<file path="config.mk">
export PLATFORM = sky130hd
export DESIGN_NAME = multicycle_control
export DESIGN_NICKNAME = d
export VERILOG_FILES = /design/src/rtl/multicycle_control_pkg.sv /design/src/rtl/multicycle_alu_decoder.sv /design/src/rtl/multicycle_control.sv
export SDC_FILE = /design/constraint.sdc
export NUM_CORES = 1
export LEC_CHECK = 0
export CORE_ASPECT_RATIO = 1.4
export CORE_MARGIN = 2
export CORE_UTILIZATION = 37
export DETAILED_ROUTE_END_ITERATION = 12
export GPL_TIMING_DRIVEN = 1
export PLACE_DENSITY = 0.75
export SKIP_LAST_GASP = 1
export SYNTH_ARGS = -nofsm -noshare
export SYNTH_HDL_FRONTEND = slang
export SYNTH_SLANG_ARGS = --single-unit
export TNS_END_PERCENT = 30
</file>
<file path="constraint.sdc">
create_clock -name clk -period 2 [get_ports clk]
set_input_delay 0.2 -clock clk [delete_from_list [all_inputs] [get_ports clk]]
set_output_delay 0.2 -clock clk [all_outputs]
set_load 0.01 [all_outputs]
</file>
<file path="src/rtl/multicycle_control_pkg.sv">
// Shared definitions for the multicycle MIPS control unit: FSM states, opcode/funct
// encodings, ALU control codes and the opcode legality helper.
package multicycle_control_pkg;

    typedef enum logic [3:0] {
        S_FETCH  = 4'd0,
        S_DECODE = 4'd1,
        S_MEMADR = 4'd2,
        S_MEMRD  = 4'd3,
        S_MEMWB  = 4'd4,
        S_MEMWR  = 4'd5,
        S_EXEC   = 4'd6,
        S_ALUWB  = 4'd7,
        S_BRANCH = 4'd8,
        S_ADDIEX = 4'd9,
        S_ADDIWB = 4'd10,
        S_JUMP   = 4'd11
    } state_e;

    // The store bit remembers lw vs sw from DECODE so MEMADR never re-reads op.
    typedef struct packed {
        state_e st;
        logic   store;
    } ctrl_state_t;

    localparam logic [5:0] OP_RTYPE = 6'b000000;
    localparam logic [5:0] OP_LW    = 6'b100011;
    localparam logic [5:0] OP_SW    = 6'b101011;
    localparam logic [5:0] OP_BEQ   = 6'b000100;
    localparam logic [5:0] OP_ADDI  = 6'b001000;
    localparam logic [5:0] OP_J     = 6'b000010;

    localparam logic [5:0] FUNCT_ADD = 6'b100000;
    localparam logic [5:0] FUNCT_SUB = 6'b100010;
    localparam logic [5:0] FUNCT_AND = 6'b100100;
    localparam logic [5:0] FUNCT_OR  = 6'b100101;
    localparam logic [5:0] FUNCT_SLT = 6'b101010;

    localparam logic [2:0] ADD = 3'b010;
    localparam logic [2:0] SUB = 3'b110;
    localparam logic [2:0] AND = 3'b000;
    localparam logic [2:0] OR  = 3'b001;
    localparam logic [2:0] SLT = 3'b111;

    localparam logic [1:0] ALUOP_ADD   = 2'b00;
    localparam logic [1:0] ALUOP_SUB   = 2'b01;
    localparam logic [1:0] ALUOP_FUNCT = 2'b10;

    function automatic logic op_supported(input logic [5:0] op);
        logic ok;
        case (op)
            OP_RTYPE, OP_LW, OP_SW, OP_BEQ, OP_ADDI, OP_J: ok = 1'b1;
            default:                                       ok = 1'b0;
        endcase
        return ok;
    endfunction

endpackage

</file>
<file path="src/rtl/multicycle_alu_decoder.sv">
// ALU control decode: fixed add/sub for address and branch work, funct-driven for R-type.
// funct_bad flags an unknown funct, which still decodes to add.
module multicycle_alu_decoder
    import multicycle_control_pkg::*;
(
    input  logic [1:0] aluop,
    input  logic [5:0] funct,
    output logic [2:0] alu_control,
    output logic       funct_bad
);

    // Map aluop/funct to the ALU operation code
    always_comb begin
        alu_control = ADD;
        funct_bad   = 1'b0;
        case (aluop)
            ALUOP_ADD: alu_control = ADD;
            ALUOP_SUB: alu_control = SUB;
            ALUOP_FUNCT: begin
                case (funct)
                    FUNCT_ADD: alu_control = ADD;
                    FUNCT_SUB: alu_control = SUB;
                    FUNCT_AND: alu_control = AND;
                    FUNCT_OR:  alu_control = OR;
                    FUNCT_SLT: alu_control = SLT;
                    default: begin
                        alu_control = ADD;
                        funct_bad   = 1'b1;
                    end
                endcase
            end
            default: alu_control = ADD;
        endcase
    end

endmodule

</file>
<file path="src/rtl/multicycle_control.sv">
// Moore control FSM for a multicycle MIPS subset (lw, sw, R-type, beq, addi, j).
// Outputs decode from the state register; write enables are forced low while in reset.
module multicycle_control
    import multicycle_control_pkg::*;
(
    input  logic       clk,
    input  logic       rst_n,
    input  logic [5:0] op,
    input  logic [5:0] funct,
    input  logic       zero,
    input  logic       mem_ready,
    output logic       pc_en,
    output logic       iord,
    output logic       mem_write,
    output logic       ir_write,
    output logic       reg_dst,
    output logic       mem_to_reg,
    output logic       reg_write,
    output logic       alu_src_a,
    output logic [1:0] alu_src_b,
    output logic [2:0] alu_control,
    output logic [1:0] pc_src,
    output logic       instr_done,
    output logic       illegal_op
);

    ctrl_state_t state_q, state_d;
    logic        illegal_q, illegal_d;

    logic [1:0]  aluop_s;
    logic        funct_bad_s;
    logic        pc_write_s, branch_s, ir_write_s, mem_write_s, reg_write_s, done_s;

    multicycle_alu_decoder u_alu_dec (
        .aluop       (aluop_s),
        .funct       (funct),
        .alu_control (alu_control),
        .funct_bad   (funct_bad_s)
    );

    // Next-state selection; op is only consulted in DECODE
    always_comb begin
        state_d = state_q;
        case (state_q.st)
            S_FETCH: begin
                if (mem_ready) state_d.st = S_DECODE;
                else           state_d.st = S_FETCH;
            end
            S_DECODE: begin
                state_d.store = (op == OP_SW);
                case (op)
                    OP_LW, OP_SW: state_d.st = S_MEMADR;
                    OP_RTYPE:     state_d.st = S_EXEC;
                    OP_BEQ:       state_d.st = S_BRANCH;
                    OP_ADDI:      state_d.st = S_ADDIEX;
                    OP_J:         state_d.st = S_JUMP;
                    default:      state_d.st = S_FETCH;
                endcase
            end
            S_MEMADR: begin
                if (state_q.store) state_d.st = S_MEMWR;
                else               state_d.st = S_MEMRD;
            end
            S_MEMRD: begin
                if (mem_ready) state_d.st = S_MEMWB;
                else           state_d.st = S_MEMRD;
            end
            S_MEMWR: begin
                if (mem_ready) state_d.st = S_FETCH;
                else           state_d.st = S_MEMWR;
            end
            S_EXEC:   state_d.st = S_ALUWB;
            S_ADDIEX: state_d.st = S_ADDIWB;
            S_MEMWB, S_ALUWB, S_BRANCH, S_ADDIWB, S_JUMP: state_d.st = S_FETCH;
            default:  state_d.st = S_FETCH;
        endcase
    end

    // Sticky illegal flag: unknown opcode in DECODE or unknown funct in EXEC
    always_comb begin
        if (state_q.st == S_DECODE && !op_supported(op)) begin
            illegal_d = 1'b1;
        end else if (funct_bad_s) begin
            illegal_d = 1'b1;
        end else begin
            illegal_d = illegal_q;
        end
    end

    // State and illegal-flag registers
    always_ff @(posedge clk or negedge rst_n) begin
        if (!rst_n) begin
            state_q   <= '{st: S_FETCH, store: 1'b0};
            illegal_q <= 1'b0;
        end else begin
            state_q   <= state_d;
            illegal_q <= illegal_d;
        end
    end

    // Per-state control decode; anything not set stays at its inactive value
    always_comb begin
        iord        = 1'b0;
        reg_dst     = 1'b0;
        mem_to_reg  = 1'b0;
        alu_src_a   = 1'b0;
        alu_src_b   = 2'b00;
        pc_src      = 2'b00;
        aluop_s     = ALUOP_ADD;
        pc_write_s  = 1'b0;
        branch_s    = 1'b0;
        ir_write_s  = 1'b0;
        mem_write_s = 1'b0;
        reg_write_s = 1'b0;
        done_s      = 1'b0;
        case (state_q.st)
            S_FETCH: begin
                alu_src_b  = 2'b01;
                ir_write_s = mem_ready;
                pc_write_s = mem_ready;
            end
            S_DECODE: alu_src_b = 2'b11;
            S_MEMADR: begin
                alu_src_a = 1'b1;
                alu_src_b = 2'b10;
            end
            S_MEMRD: iord = 1'b1;
            S_MEMWB: begin
                mem_to_reg  = 1'b1;
                reg_write_s = 1'b1;
                done_s      = 1'b1;
            end
            S_MEMWR: begin
                iord        = 1'b1;
                mem_write_s = 1'b1;
                done_s      = mem_ready;
            end
            S_EXEC: begin
                alu_src_a = 1'b1;
                aluop_s   = ALUOP_FUNCT;
            end
            S_ALUWB: begin
                reg_dst     = 1'b1;
                reg_write_s = 1'b1;
                done_s      = 1'b1;
            end
            S_BRANCH: begin
                alu_src_a = 1'b1;
                aluop_s   = ALUOP_SUB;
                branch_s  = 1'b1;
                pc_src    = 2'b01;
                done_s    = 1'b1;
            end
            S_ADDIEX: begin
                alu_src_a = 1'b1;
                alu_src_b = 2'b10;
            end
            S_ADDIWB: begin
                reg_write_s = 1'b1;
                done_s      = 1'b1;
            end
            S_JUMP: begin
                pc_src     = 2'b10;
                pc_write_s = 1'b1;
                done_s     = 1'b1;
            end
            default: alu_src_b = 2'b01;
        endcase
    end

    // rst_n gating keeps FETCH from strobing ir_write/pc_en during reset
    assign pc_en      = rst_n & (pc_write_s | (branch_s & zero));
    assign ir_write   = rst_n & ir_write_s;
    assign mem_write  = rst_n & mem_write_s;
    assign reg_write  = rst_n & reg_write_s;
    assign instr_done = rst_n & done_s;
    assign illegal_op = illegal_q;

endmodule
</file>
==> flow_summary.yaml <==
detailed_routing:
  drt_drc_violations_left: 0
  route.detailed.wl_per_inst_um: 13.6
  firstDrtPassIters: 4
  vias: 938
  first_iter_violations: 18
  totalWireLength_um: 2360
  vias_per_cell: 5.39
  drtAntennaViolNets: 0
layout:
  nets: 174
  insertedDiodeCount: 0
  final_layout_size_suffix_gt1_share_pct: 24.8
  area_growth_pct: 72.4
  multiInputGateArea_um2: 607
  fillCellCount: 176
  final_util_pct: 66.9
  register_area_um2: 150
clock_network:
  clk_pin_slew_ns: 0.04
  ctsHoldBuffers: 0
  htreeDepth: 1
  numCtsBuffers: 3
  root_buffer: "clkbuf_4"
  cts.sinks: 6
  clk_latency_ns: 0.24
  clock_path_buffers: 2
  tritoncts: "built"
sta:
  fin_worst_skew_ns: 0.00479
  hold_violations: 0
  setup_viol_count_final: 9
  finalWorstSetupSlack_ns: -0.154
  maxSlewHeadroom_pct: 75.7
  max_freq_ghz: 0.464
  rsz0062_at_grt: "true"
  tns_ns: -0.673
  fin_crit_sh_pct: 108
  fin_crit_ns: 2.15
  slew_violations: 0
  tightestPinTransition_ns: 0.361
global_route:
  use_met3_pct: 2.22
  gr-usage-met2_pct: 39.1
  grt-busiest-layer: "met2"
  use_met1_pct: 21.9
  antenna_found_initial: 0
  grt_pass1_wl_um: 3880
  track_usage_pct: 20.7
  first_global_vias: 917
  grt_start_max_net_pins: 15
  grt-ovfl-total: 0
synth:
  synthCells: 104
  post-synth-top-area-fraction_pct: 19.8
  synth-compound-area-share_pct: 27.3
  synth-edff-count: 0
  ys.flop_type: "dfrtp_1"
  yosysMostFrequentCell: "nor2_1"
  syn_nets: 123
  yosysTopAreaCell: "dfrtp_1"
  synth.distinct_cells: 39
  yosys.area_share.simple_pct: 35.2
  synth-seq-cells: 6
  postSynth.asyncResetShare_pct: 100
  yosysSeqAreaShare_pct: 19.8
  syn_area_um2: 757
  synth_top_family_by_area: "simple AND/OR/NAND/NOR gates"
  synthTopCellsByArea: "dfrtp_1 20%, nor2_1 6.4%, ha_1 5.0%"
  synth-xor-area-share_pct: 3.47
  synthTopCellsByCount: "13 x nor2_1, 7 x o21ai_1, 6 x dfrtp_1, 6 x nand2b_1"
  synth_fa_ha_area_share_pct: 4.96
  syn_area_per_cell_um2: 7.28
  yosysWarnings: 0
  synthMuxAreaShare_pct: 2.64
outcome:
  violations: "negative setup slack"
  status: "finished, violations left"
power_and_ir_drop:
  power_density_nw_per_um2: 662
  ir_worst_vdd_mv: 0.415
  total_leakage_power_uw: 0.000587
floorplanning:
  core_area_um2: 1950
  num_rows: 19
  die_x_um: 42.2
  ios: 33
  start_util_pct: 38.8
  die_y_um: 57.5
  die-area_um2: 2430
critical_path:
  worstPathRequired_ns: 1.80
  crit_type: "register to output port"
  arrival_ns: 1.95
  critPathMaxFanout: 9
  startpoint_type: "register"
  end_kind: "output port"
min_path:
  hp-class: "input pin to async pin"
flow_run:
  cap_violations: 0
place:
  place.gp.congestion: 0.834
  dp_hpwl_um: 1960
  io_buffer_count: 32
[stage by stage]
stage / hold slack (ns) / std cells / total power, µW / setup WS, ns / cell area [µm²]
2_1_floorplan: -0.0956 / 104 / 472 / 0.0934 / 757
3_3_place_gp: 0.460 / 170 / 734 / -0.107 / 1220
3_5_place_dp: 0.468 / 170 / 747 / -0.173 / 1220
4_1_cts: 0.439 / 174 / 873 / -0.182 / 1290
5_1_grt: 0.445 / 174 / 938 / -0.263 / 1310
6_report: 0.436 / 174 / 864 / -0.154 / 1310
[critical path, stage by stage, from the launching register on]
cell             delay [ns]
dfrtp_1                0.39
buf_4                  0.14
buf_4                  0.16
buf_4                  0.15
nor2_2                 0.15
a21oi_1                0.06
o21ai_1                0.11
clkdlybuf4s50_1        0.54
[report_power, final]
part	total, µW	leakage (µW)	internal, µW	switching [µW]
combinational	595	0.000497	291	304
clock	105	0.0000138	67.4	37.4
sequential	164	0.0000763	144	20.5
[worst paths after layout]
| check | from | to | slack, ns | cells past startpoint |
|---|---|---|---|---|
| max in group asynchronous | rst_n | state_q[4]$_DFF_PN0_ | 1.45 | 2 |
| worst max-delay path | state_q[4]$_DFF_PN0_ | alu_src_a | -0.15 | 7 |
| worst min register to register | illegal_op$_DFFE_PN0P_ | illegal_op$_DFFE_PN0P_ | 0.48 | 1 |
| worst min-delay path | rst_n | state_q[0]$_DFFE_PN0P_ | 0.44 | 2 |
| worst max register to register | state_q[3]$_DFF_PN0_ | illegal_op$_DFFE_PN0P_ | 0.15 | 7 |
| min in group clk | illegal_op$_DFFE_PN0P_ | illegal_op$_DFFE_PN0P_ | 0.48 | 1 |
[layer usage]
layer | wire length, µm | part of all wire [%]
met2 | 1370 | 58
met3 | 73 | 3.1
met4 | 0 | 0
met1 | 919 | 39
met5 | 0 | 0
[registers in the layout, summed over array words and instances, names as in the netlist]
signal,cells
illegal_op,1
state_q,5
[layout by cell type (no fill, tap or decap), drive strengths merged, types with 2 or more instances in the layout]
cell type	count
a21oi	4
a32oi	2
and3	5
buf	20
clkbuf	3
clkdlybuf4s50	25
dfrtp	6
dlygate4sd2	4
dlymetal6s2s	3
ha	3
inv	6
mux2i	2
nand2	5
nand2b	6
nand3	4
nor2	14
nor2b	5
nor3	5
o211ai	2
o21ai	10
o31ai	2
xnor2	2
[what timing repair did]
| item | CTS | global route |
|---|---|---|
| cloned | 0 | 0 |
| pin swaps | 1 | 0 |
| setup endpoints to repair | 13 | 15 |
| buffers inserted | 1 | 0 |
| resized for setup | 12 | 5 |
[cell families after synthesis]
family | Yosys count
fa+ha+maj | 3
flops | 6
mux | 2
buf+inv | 12
simple gates | 50
compound gates | 28
xor+xnor | 3
[cell type report]
| type | count | share of cell area [%] |
|---|---|---|
| multi-input cells | 86 | 46.5 |
| repair buffers | 52 | 36.5 |
| flip-flops and latches | 6 | 11.5 |
| well taps | 21 | 2.01 |
| clock buffers | 3 | 1.73 |
| inverters | 6 | 1.73 |
(Power assumes the default switching activity.)
